### config.mk
export PLATFORM = sky130hd
export DESIGN_NAME = debug_uart_tx
export DESIGN_NICKNAME = d
export VERILOG_FILES = /design/src/rtl/debug_uart_pkg.sv /design/src/rtl/uart_bit_timer.sv /design/src/rtl/debug_uart_tx.sv
export SDC_FILE = /design/constraint.sdc
export NUM_CORES = 1
export LEC_CHECK = 0
export BUFFER_PORTS_ARGS = -buffer_cell sky130_fd_sc_hd__clkbuf_2
export CAP_MARGIN = 10
export CORE_AREA = 4 4 79 154
export DETAILED_ROUTE_END_ITERATION = 16
export DIE_AREA = 0 0 83 158
export GPL_ROUTABILITY_DRIVEN = 1
export SLEW_MARGIN = 10
export SYNTH_ARGS = -nofsm -noshare
export SYNTH_HDL_FRONTEND = slang
export SYNTH_SLANG_ARGS = --single-unit
### constraint.sdc
create_clock -name clk_i -period 4.7 [get_ports clk_i]
set_input_delay 0.235 -clock clk_i [delete_from_list [all_inputs] [get_ports clk_i]]
set_output_delay 0.235 -clock clk_i [all_outputs]
set_load 0.005 [all_outputs]
### src/rtl/debug_uart_pkg.sv
// Shared types and constants for the debug UART transmitter.
// Provides the FSM state enum, the default frame header byte and a helper
// returning the number of bytes in one frame.
package debug_uart_pkg;

    typedef enum logic [1:0] {
        ST_IDLE  = 2'd0,
        ST_START = 2'd1,
        ST_DATA  = 2'd2,
        ST_STOP  = 2'd3
    } state_t;

    localparam logic [7:0] DEFAULT_SYNC_BYTE = 8'hA5;

    // Header byte + port bytes + optional checksum byte.
    function automatic int unsigned frame_bytes(input int unsigned num_ports, input bit csum_en);
        return 32'd1 + num_ports + 32'(csum_en);
    endfunction

endpackage

### src/rtl/uart_bit_timer.sv
// UART bit-period timer.
// Counts 0..CLKS_PER_BIT-1 and raises bit_end for exactly one cycle on the
// last count of every bit; start holds the count at zero so the first bit
// after start lasts a full CLKS_PER_BIT cycles.
// Ports:
//   clk      clock
//   rst_n    synchronous active-low reset
//   start    hold/reload the counter at zero
//   bit_end  registered one-cycle tick on the last cycle of a bit
module uart_bit_timer #(
    parameter int unsigned CLKS_PER_BIT = 434
) (
    input  logic clk,
    input  logic rst_n,
    input  logic start,
    output logic bit_end
);

    localparam int unsigned CNT_W = (CLKS_PER_BIT > 1) ? $clog2(CLKS_PER_BIT) : 1;
    localparam logic [CNT_W-1:0] LAST = CNT_W'(CLKS_PER_BIT - 1);

    logic [CNT_W-1:0] cnt_q;
    logic [CNT_W-1:0] cnt_d;

    // Reload on start or at the end of each bit, otherwise count up.
    always_comb begin
        cnt_d = cnt_q + CNT_W'(1);
        if (start || bit_end) begin
            cnt_d = '0;
        end
    end

    // bit_end is registered alongside the count so it marks cnt_q == LAST.
    always_ff @(posedge clk) begin
        if (!rst_n) begin
            cnt_q   <= '0;
            bit_end <= 1'b0;
        end else begin
            cnt_q   <= cnt_d;
            bit_end <= (cnt_d == LAST);
        end
    end

endmodule

### src/rtl/debug_uart_tx.sv
// Debug-port UART transmitter.
// Snapshots NUM_PORTS debug bytes on a trigger and sends them as one 8N1,
// LSB-first burst: SYNC_BYTE, port bytes 0..NUM_PORTS-1, then an optional
// XOR checksum byte when DEBUG_UART_CHECKSUM_EN is defined.
// Ports:
//   clk_i         clock
//   reset_i       synchronous active-low reset
//   trigger_i     request a snapshot and frame
//   ports_i       debug bytes, byte k at [8k+7:8k]
//   tx_o          UART line, idle high (registered)
//   busy_o        frame in progress
//   frame_done_o  one-cycle pulse on the last stop-bit cycle
//   drop_cnt_o    saturating count of ignored triggers
// Build option: DEBUG_UART_CHECKSUM_EN appends the checksum byte.
module debug_uart_tx
    import debug_uart_pkg::*;
#(
    parameter int unsigned CLKS_PER_BIT = 434,
    parameter int unsigned NUM_PORTS    = 7,
    parameter logic [7:0]  SYNC_BYTE    = DEFAULT_SYNC_BYTE
) (
    input  logic                   clk_i,
    input  logic                   reset_i,
    input  logic                   trigger_i,
    input  logic [8*NUM_PORTS-1:0] ports_i,
    output logic                   tx_o,
    output logic                   busy_o,
    output logic                   frame_done_o,
    output logic [7:0]             drop_cnt_o
);

`ifdef DEBUG_UART_CHECKSUM_EN
    localparam bit CSUM_EN = 1'b1;
`else
    localparam bit CSUM_EN = 1'b0;
`endif
    localparam int unsigned NUM_BYTES = frame_bytes(NUM_PORTS, CSUM_EN);
    localparam int unsigned IDX_W     = (NUM_BYTES > 1) ? $clog2(NUM_BYTES) : 1;
    localparam logic [IDX_W-1:0] LAST_IDX = IDX_W'(NUM_BYTES - 1);

    state_t           state_q;
    state_t           state_d;
    logic [IDX_W-1:0] byte_idx_q;
    logic [IDX_W-1:0] byte_idx_d;
    logic [2:0]       bit_idx_q;
    logic [2:0]       bit_idx_d;
    logic [7:0]       snap_q [NUM_PORTS];
    logic [7:0]       cur_byte_c;
    logic             bit_end;
    logic             capture_c;
    logic             done_c;
    logic             drop_c;
    logic             tx_c;

`ifdef DEBUG_UART_CHECKSUM_EN
    logic [7:0] csum_q;
    logic [7:0] csum_in_c;

    // Checksum of the bytes being captured, so it is ready before it is sent.
    always_comb begin
        csum_in_c = SYNC_BYTE;
        for (int k = 0; k < int'(NUM_PORTS); k++) begin
            csum_in_c = csum_in_c ^ ports_i[8*k +: 8];
        end
    end
`endif

    // Timer runs only while a frame is in progress.
    uart_bit_timer #(
        .CLKS_PER_BIT(CLKS_PER_BIT)
    ) u_bit_timer (
        .clk    (clk_i),
        .rst_n  (reset_i),
        .start  (state_q == ST_IDLE),
        .bit_end(bit_end)
    );

    // Byte currently on the line: header, snapshot byte, or checksum.
    always_comb begin
        cur_byte_c = SYNC_BYTE;
        for (int k = 0; k < int'(NUM_PORTS); k++) begin
            if (byte_idx_q == IDX_W'(k + 1)) begin
                cur_byte_c = snap_q[k];
            end
        end
`ifdef DEBUG_UART_CHECKSUM_EN
        if (byte_idx_q == LAST_IDX) begin
            cur_byte_c = csum_q;
        end
`endif
    end

    // Next-state and line value. A trigger on the final stop-bit cycle
    // restarts immediately so held triggers give gapless frames.
    always_comb begin
        state_d    = state_q;
        byte_idx_d = byte_idx_q;
        bit_idx_d  = bit_idx_q;
        capture_c  = 1'b0;
        done_c     = 1'b0;
        drop_c     = 1'b0;
        tx_c       = 1'b1;

        case (state_q)
            ST_IDLE: begin
                // The cycle showing frame_done_o still counts as busy.
                if (trigger_i && !frame_done_o) begin
                    capture_c  = 1'b1;
                    byte_idx_d = '0;
                    state_d    = ST_START;
                end
            end
            ST_START: begin
                tx_c = 1'b0;
                if (bit_end) begin
                    bit_idx_d = '0;
                    state_d   = ST_DATA;
                end
            end
            ST_DATA: begin
                tx_c = cur_byte_c[bit_idx_q];
                if (bit_end) begin
                    if (bit_idx_q == 3'd7) begin
                        state_d = ST_STOP;
                    end else begin
                        bit_idx_d = bit_idx_q + 3'd1;
                    end
                end
            end
            ST_STOP: begin
                tx_c = 1'b1;
                if (bit_end) begin
                    if (byte_idx_q == LAST_IDX) begin
                        done_c = 1'b1;
                        if (trigger_i) begin
                            capture_c  = 1'b1;
                            byte_idx_d = '0;
                            state_d    = ST_START;
                        end else begin
                            state_d = ST_IDLE;
                        end
                    end else begin
                        byte_idx_d = byte_idx_q + IDX_W'(1);
                        state_d    = ST_START;
                    end
                end
            end
            default: begin
                state_d = ST_IDLE;
            end
        endcase

        if (trigger_i && !capture_c) begin
            drop_c = 1'b1;
        end
    end

    // Control state and registered outputs.
    always_ff @(posedge clk_i) begin
        if (!reset_i) begin
            state_q      <= ST_IDLE;
            byte_idx_q   <= '0;
            bit_idx_q    <= '0;
            tx_o         <= 1'b1;
            busy_o       <= 1'b0;
            frame_done_o <= 1'b0;
            drop_cnt_o   <= '0;
        end else begin
            state_q      <= state_d;
            byte_idx_q   <= byte_idx_d;
            bit_idx_q    <= bit_idx_d;
            tx_o         <= tx_c;
            busy_o       <= (state_q != ST_IDLE);
            frame_done_o <= done_c;
            if (drop_c && (drop_cnt_o != 8'hFF)) begin
                drop_cnt_o <= drop_cnt_o + 8'd1;
            end
        end
    end

    // Snapshot frozen for the whole frame; data-only, no reset needed.
    always_ff @(posedge clk_i) begin
        if (capture_c) begin
            for (int k = 0; k < int'(NUM_PORTS); k++) begin
                snap_q[k] <= ports_i[8*k +: 8];
            end
`ifdef DEBUG_UART_CHECKSUM_EN
            csum_q <= csum_in_c;
`endif
        end
    end

endmodule

[Yosys cells after proc, flatten, opt, wreduce, memory -nomap -nowiden]
Memories as Yosys holds them, arrays and structs flattened.
Index checks and enable logic that the tools add are counted.
Word-level totals
  register bits: 29
  memory bits (writable): 56
  bits of input ports: 59
  output and inout port bits: 11
  logic and storage cells: 86
  memories kept: 1
Memory list
  snap_q: words 7, bits a word 8, rd ports 7, clocked after Yosys merged registers in 0, write ports 7, RTL line debug_uart_tx.sv:47  | logic [7:0] snap_q [NUM_PORTS];
Cells by class
  add/sub/neg operators: 4
  order comparisons: 1
  equality and inequality tests: 20
  muxes and demuxes: 37
  reduce and logical (&&, ||, !) cells: 14
Operators with widths (count)
  8-bit two-way mux: 7
  3-bit two-way mux: 7
  3-bit == test, second input constant: 5
  2-bit two-way mux: 6
  3-bit case mux with 2 select lines: 2
  1-bit two-way mux: 10
  9-bit by 1-bit adder with 9-bit output, second input constant: 1
  9-bit == test, second input constant: 1
  9-bit two-way mux: 1
  8-bit by 1-bit adder with 8-bit output, second input constant: 1
  8-bit != test, second input constant: 1
  2-bit case mux with 4 select lines: 1
  4-bit AND reduction: 2
  3-bit by 1-bit adder with 3-bit output, second input constant: 2
  3-bit by 2-bit == test with 1-bit output, second input constant: 2
  2-bit by 1-bit != test with 1-bit output, second input constant: 3
  2-bit != test, second input constant: 3
  2-bit nonzero test: 3
  5-bit AND reduction: 1
  2-bit == test, second input constant: 2
  3-bit by 4-bit < comparator with 1-bit output, second input constant: 1
  1-bit case mux with 2 select lines: 2
  1-bit binary-select mux with 3-bit select: 1
  3-bit by 1-bit == test with 1-bit output, second input constant: 1
  7 further kinds: 10

[Logic depth before layout (Yosys ltp)]
  depth in word-level cells: 11
  depth in mapped cells: 10
  mapped depth without buffers: 8

[Hierarchy]
From an unflattened synthesis, not the netlist that was laid out.
Second synthesis, totals
  cells, all modules: 358
  area, all modules: 4022.6 µm²
Modules (own cells, without submodules)
  debug_uart_tx: instances 1, cells an instance 302, area an instance 3518.4 µm², sequential area each 2062.0 µm²
  uart_bit_timer: instances 1, cells an instance 56, area an instance 504.2 µm², sequential area each 200.2 µm²

[Worst setup path before layout]
No wires, ideal clock.
  path kind: register to register
  start point: reg state_q[0]
  end point: mem snap_q[0][0], enable pin
  library setup time: 0.470 ns
  data arrival time: 3.406 ns
  required time: 4.230 ns
  slack: 0.824 ns
  stages on the path, launching flop included: 7
  path buffers: 1
  period minus slack after synthesis: 3.876 ns
  cell sequence: dfxtp_1 > inv_1 > ha_1 > clkbuf_1 > nand2b_1 > a21o_1 > nor2_1
RTL lines
  start, declared: RTL line debug_uart_tx.sv:41  | state_t state_q;
  start signal, assigned: RTL line debug_uart_tx.sv:169  | state_q <= state_d;
  end, declared: RTL line debug_uart_tx.sv:47

[Worst setup path after layout]
  start point: reg byte_idx_q[2]
  end point: reg tx_o
On the way
  longest elaborated chain between the ends: 11
  elaborated cells on any way between the ends: 17
  those cells by class: 7 x eq/ne; 10 x mux
Ends and longest elaborated chain
  start, declared: RTL line debug_uart_tx.sv:43  | logic [IDX_W-1:0] byte_idx_q;
  start signal, assigned: RTL line debug_uart_tx.sv:170  | byte_idx_q <= byte_idx_d;
  3-bit by 1-bit == test with 1-bit output: RTL line debug_uart_tx.sv:82  | if (byte_idx_q == IDX_W'(k + 1)) begin
  8-bit two-way mux (6 in series): RTL line debug_uart_tx.sv:82
  8-bit two-way mux (*): RTL line debug_uart_tx.sv:82
  1-bit binary-select mux with 3-bit select (*): RTL line debug_uart_tx.sv:121  | tx_c = cur_byte_c[bit_idx_q];
  1-bit two-way mux (implied by the code) (*): RTL line debug_uart_tx.sv:121
  1-bit case mux with 2 select lines (*): RTL line debug_uart_tx.sv:104  | case (state_q)
  end signal, assigned: RTL line debug_uart_tx.sv:172  | tx_o <= tx_c;
  end, declared: RTL line debug_uart_tx.sv:26  | output logic tx_o,
Mark *: on every way between the ends. The rest lies on a longest branch, timed or not. The select of a mux whose other input is x is not followed.
A chain may end at the register's enable or synchronous reset.

==> results.cfg <==
[logic_synthesis]
synth_edf_count = 56
seq_area_frac_synth_pct = 59.87
synth_area_leaders = edfxtp_1, dfxtp_1, ha_1
ys_types = 54
synthFlopType = edfxtp_1
yosysTopAreaCell = edfxtp_1
synth.top_cell.area_share_pct = 44.50
syn-num-nets = 406
syn_inst = 333
syn-cell-area_um2 = 3779
yosys_warnings = 0
ys_ff_latch = 85
async_flop_share_pct = 0
syn_avg_cell_area_um2 = 11.35

[detailed_routing]
drtIter0Drc = 245
via_per_inst = 5.077
wl_per_cell_um = 16.45
dr_total_vias = 2782
drc = 0
drt-total-wl_um = 9016
first_pass_iters = 4
detail-route-antenna-nets = 0

[cts]
numCtsBuffers = 9
hold_buffers = 0
cts_max_level = 3
clk_transition_reported_paths_ns = 0.06
cts_buffer_depth = 2
clk_latency_ns = 0.34
cts_root_buf = clkbuf_16
cts_tree = built
postCtsResizedCells = 0
post_cts_buffers = 0
cts.sinks = 85

[setup_path]
path_max_fanout = 20
cp_slowest_cell = dfxtp_1
rrSetupSlack_ns = 1.47
crit_start = byte_idx_q[2]$_SDFFE_PN0P_
endpoint_kind = register
worst_path_largest_cell_delay_ns = 0.71
cp.required_ns = 4.93
cp-start-kind = register
cp.arrival_ns = 3.45
reg2reg_from = byte_idx_q[2]$_SDFFE_PN0P_
crit_chain = inv_1, ha_1, nor4b_1, nand2b_1, a2111oi_0, o32ai_1, a32o_1
path_class = reg -> reg
crit_buf_inv = 1
path_delay_family = compound AO/OA/AOI/OAI gates

[sta]
worstMarginPinSlew_ns = 0.7553
worst_slew_margin_rel_pct = 48.94
final_max_slew_viol_count = 0
hold_violations = 0
max_freq_mhz = 310.1
grt_setup_unrepaired = no
setup_violations = 0
setup_tns_ns = 0
layout_min_cycle_time_ns = 3.225
period_share_pct = 68.62
skew_ns = 0.007172

[floorplanning]
rows = 54
die_h_um = 158
initial_core_util_pct = 34.52
core_um2 = 10950
ios = 70
dieWidth_um = 83
die_area_um2 = 13110

[power]
ir_drop_v = 0.0002068
leakagePower_nw = 1.691
power_density_nw_per_um2 = 471.9

[outcome]
status = finished clean

[global_routing]
grt_pass1_wl_um = 14350
antenna_found_initial = 0
overflow = 0
grt_usage_pct = 14.26
grt_pass1_vias = 2922
grt_max_degree = 31

[final_layout]
nFillCells = 1100
diodes = 0
syn_to_final_growth_pct = 20.56
fin_nets = 476
drive_gt1_share_pct = 22.06
fin_util_pct = 41.62
final_cells = 548

[worst_hold_path]
min_from = ports_i[50]
hold_class = in -> reg

[job]
drv_cap = 0

[placement]
place_congestion = 0.9204
port_buffers = 69
dp_cells = 532
hpwl_um = 6924
where the power goes:
group          switching (mW)  internal, mW  total (mW)
Combinational           0.235         0.115       0.350
Sequential             0.0831          1.03        1.11
Clock                   0.277         0.410       0.687
worst paths after layout:
path              cells after the start                         endpoint
setup / recovery                      7                  tx_o$_SDFF_PN1_
setup reg to reg                      7                  tx_o$_SDFF_PN1_
hold / removal                        1           snap_q[6][2]$_DFFE_PP_
hold reg to reg                       1  u_bit_timer.cnt_q[0]$_SDFF_PN0_
registers in the layout (all words and copies together), names as in the netlist:
register / cells
snap_q: 56
u_bit_timer.cnt_q: 9
drop_cnt_o: 8
bit_idx_q: 3
byte_idx_q: 3
state_q: 2
busy_o: 1
frame_done_o: 1
tx_o: 1
u_bit_timer.bit_end: 1
layer usage:
layer | part of all wire, % | up-vias | GRT usage (%)
li1 | - | 1380 | -
met1 | 36 | 1314 | 13.50
met2 | 56 | 68 | 27.07
met3 | 4.3 | 20 | 4.010
met4 | 3.7 | 0 | 8.262
met5 | 0 | - | 0
cell type report:
class,instances,area [µm²],area share (%)
Clock buffer,10,229.0,5.026
Clock inverter,6,63.81,1.401
Inverter,19,71.32,1.566
Multi-Input combinational cell,218,1401,30.76
Sequential cell,85,2262,49.66
Tap cell,140,175.2,3.845
Timing Repair Buffer,70,352.8,7.745
synthesized netlist by cell type (2+ instances only):
library cell	instances
xor2_1	3
a21oi_1	22
or3_1	4
edfxtp_1	56
o211ai_1	2
nor2b_1	3
xnor2_1	9
nor3_1	9
inv_1	18
dfxtp_1	29
mux2i_1	2
nand2_1	18
nand2b_1	7
a31oi_1	3
a22o_1	2
o21ai_0	24
o2111ai_1	2
nand3_1	10
a41oi_1	2
and3_1	5
a221oi_1	3
o31ai_1	2
buf_2	2
ha_1	14
clkbuf_1	7
a32oi_1	2
a22oi_1	4
nor2_1	36
a222oi_1	2
a21o_1	2
o221ai_1	4
nor3b_1	3
cell families after synthesis:
logic type | share of synthesized area (%)
buffers and inverters | 3.245
and+or+nand+nor | 13.31
AOI/OAI and AO/OA | 15.33
xor gates and xnor gates | 2.782
muxes | 0.8278
adders and majority gates | 4.636
DFF | 59.87
worst register-to-register path, stage by stage, from the launching register on:
cell and delay (ns):
dfxtp_1 0.71, inv_1 0.26, ha_1 0.42, nor4b_1 0.71, nand2b_1 0.12, a2111oi_0 0.42
o32ai_1 0.17, a32o_1 0.29
through the flow:
step | hold WS, ns | area (µm²) | total power, mW | setup WS (ns)
finish | 0.06637 | 4556 | 2.150 | 1.475
global route | 0.05445 | 4556 | 2.268 | 1.145
CTS | 0.05410 | 4556 | 2.180 | 1.503
detailed placement | 0.4136 | 4263 | 1.484 | 1.544
global placement | 0.4155 | 4263 | 1.481 | 1.680
floorplan | 0.3339 | 3779 | 1.336 | 0.8240
cell usage in the layout, fill, tap and decap left out, types with 5 or more instances in the layout:
cell type  netlist  routed
a21oi_1         22      22
o21ai_0         24      24
dfxtp_1         29      29
inv_1           18      18
clkbuf_2         0      69
nand3_1         10      10
clkbuf_16        0       9
edfxtp_1        56      56
nand2b_1         7       7
nor3_1           9       9
nand2_1         18      18
nor2_1          36      35
ha_1            14      14
and3_1           5       5
xnor2_1          9       9
Note: power is estimated with default switching activity, not from simulation.
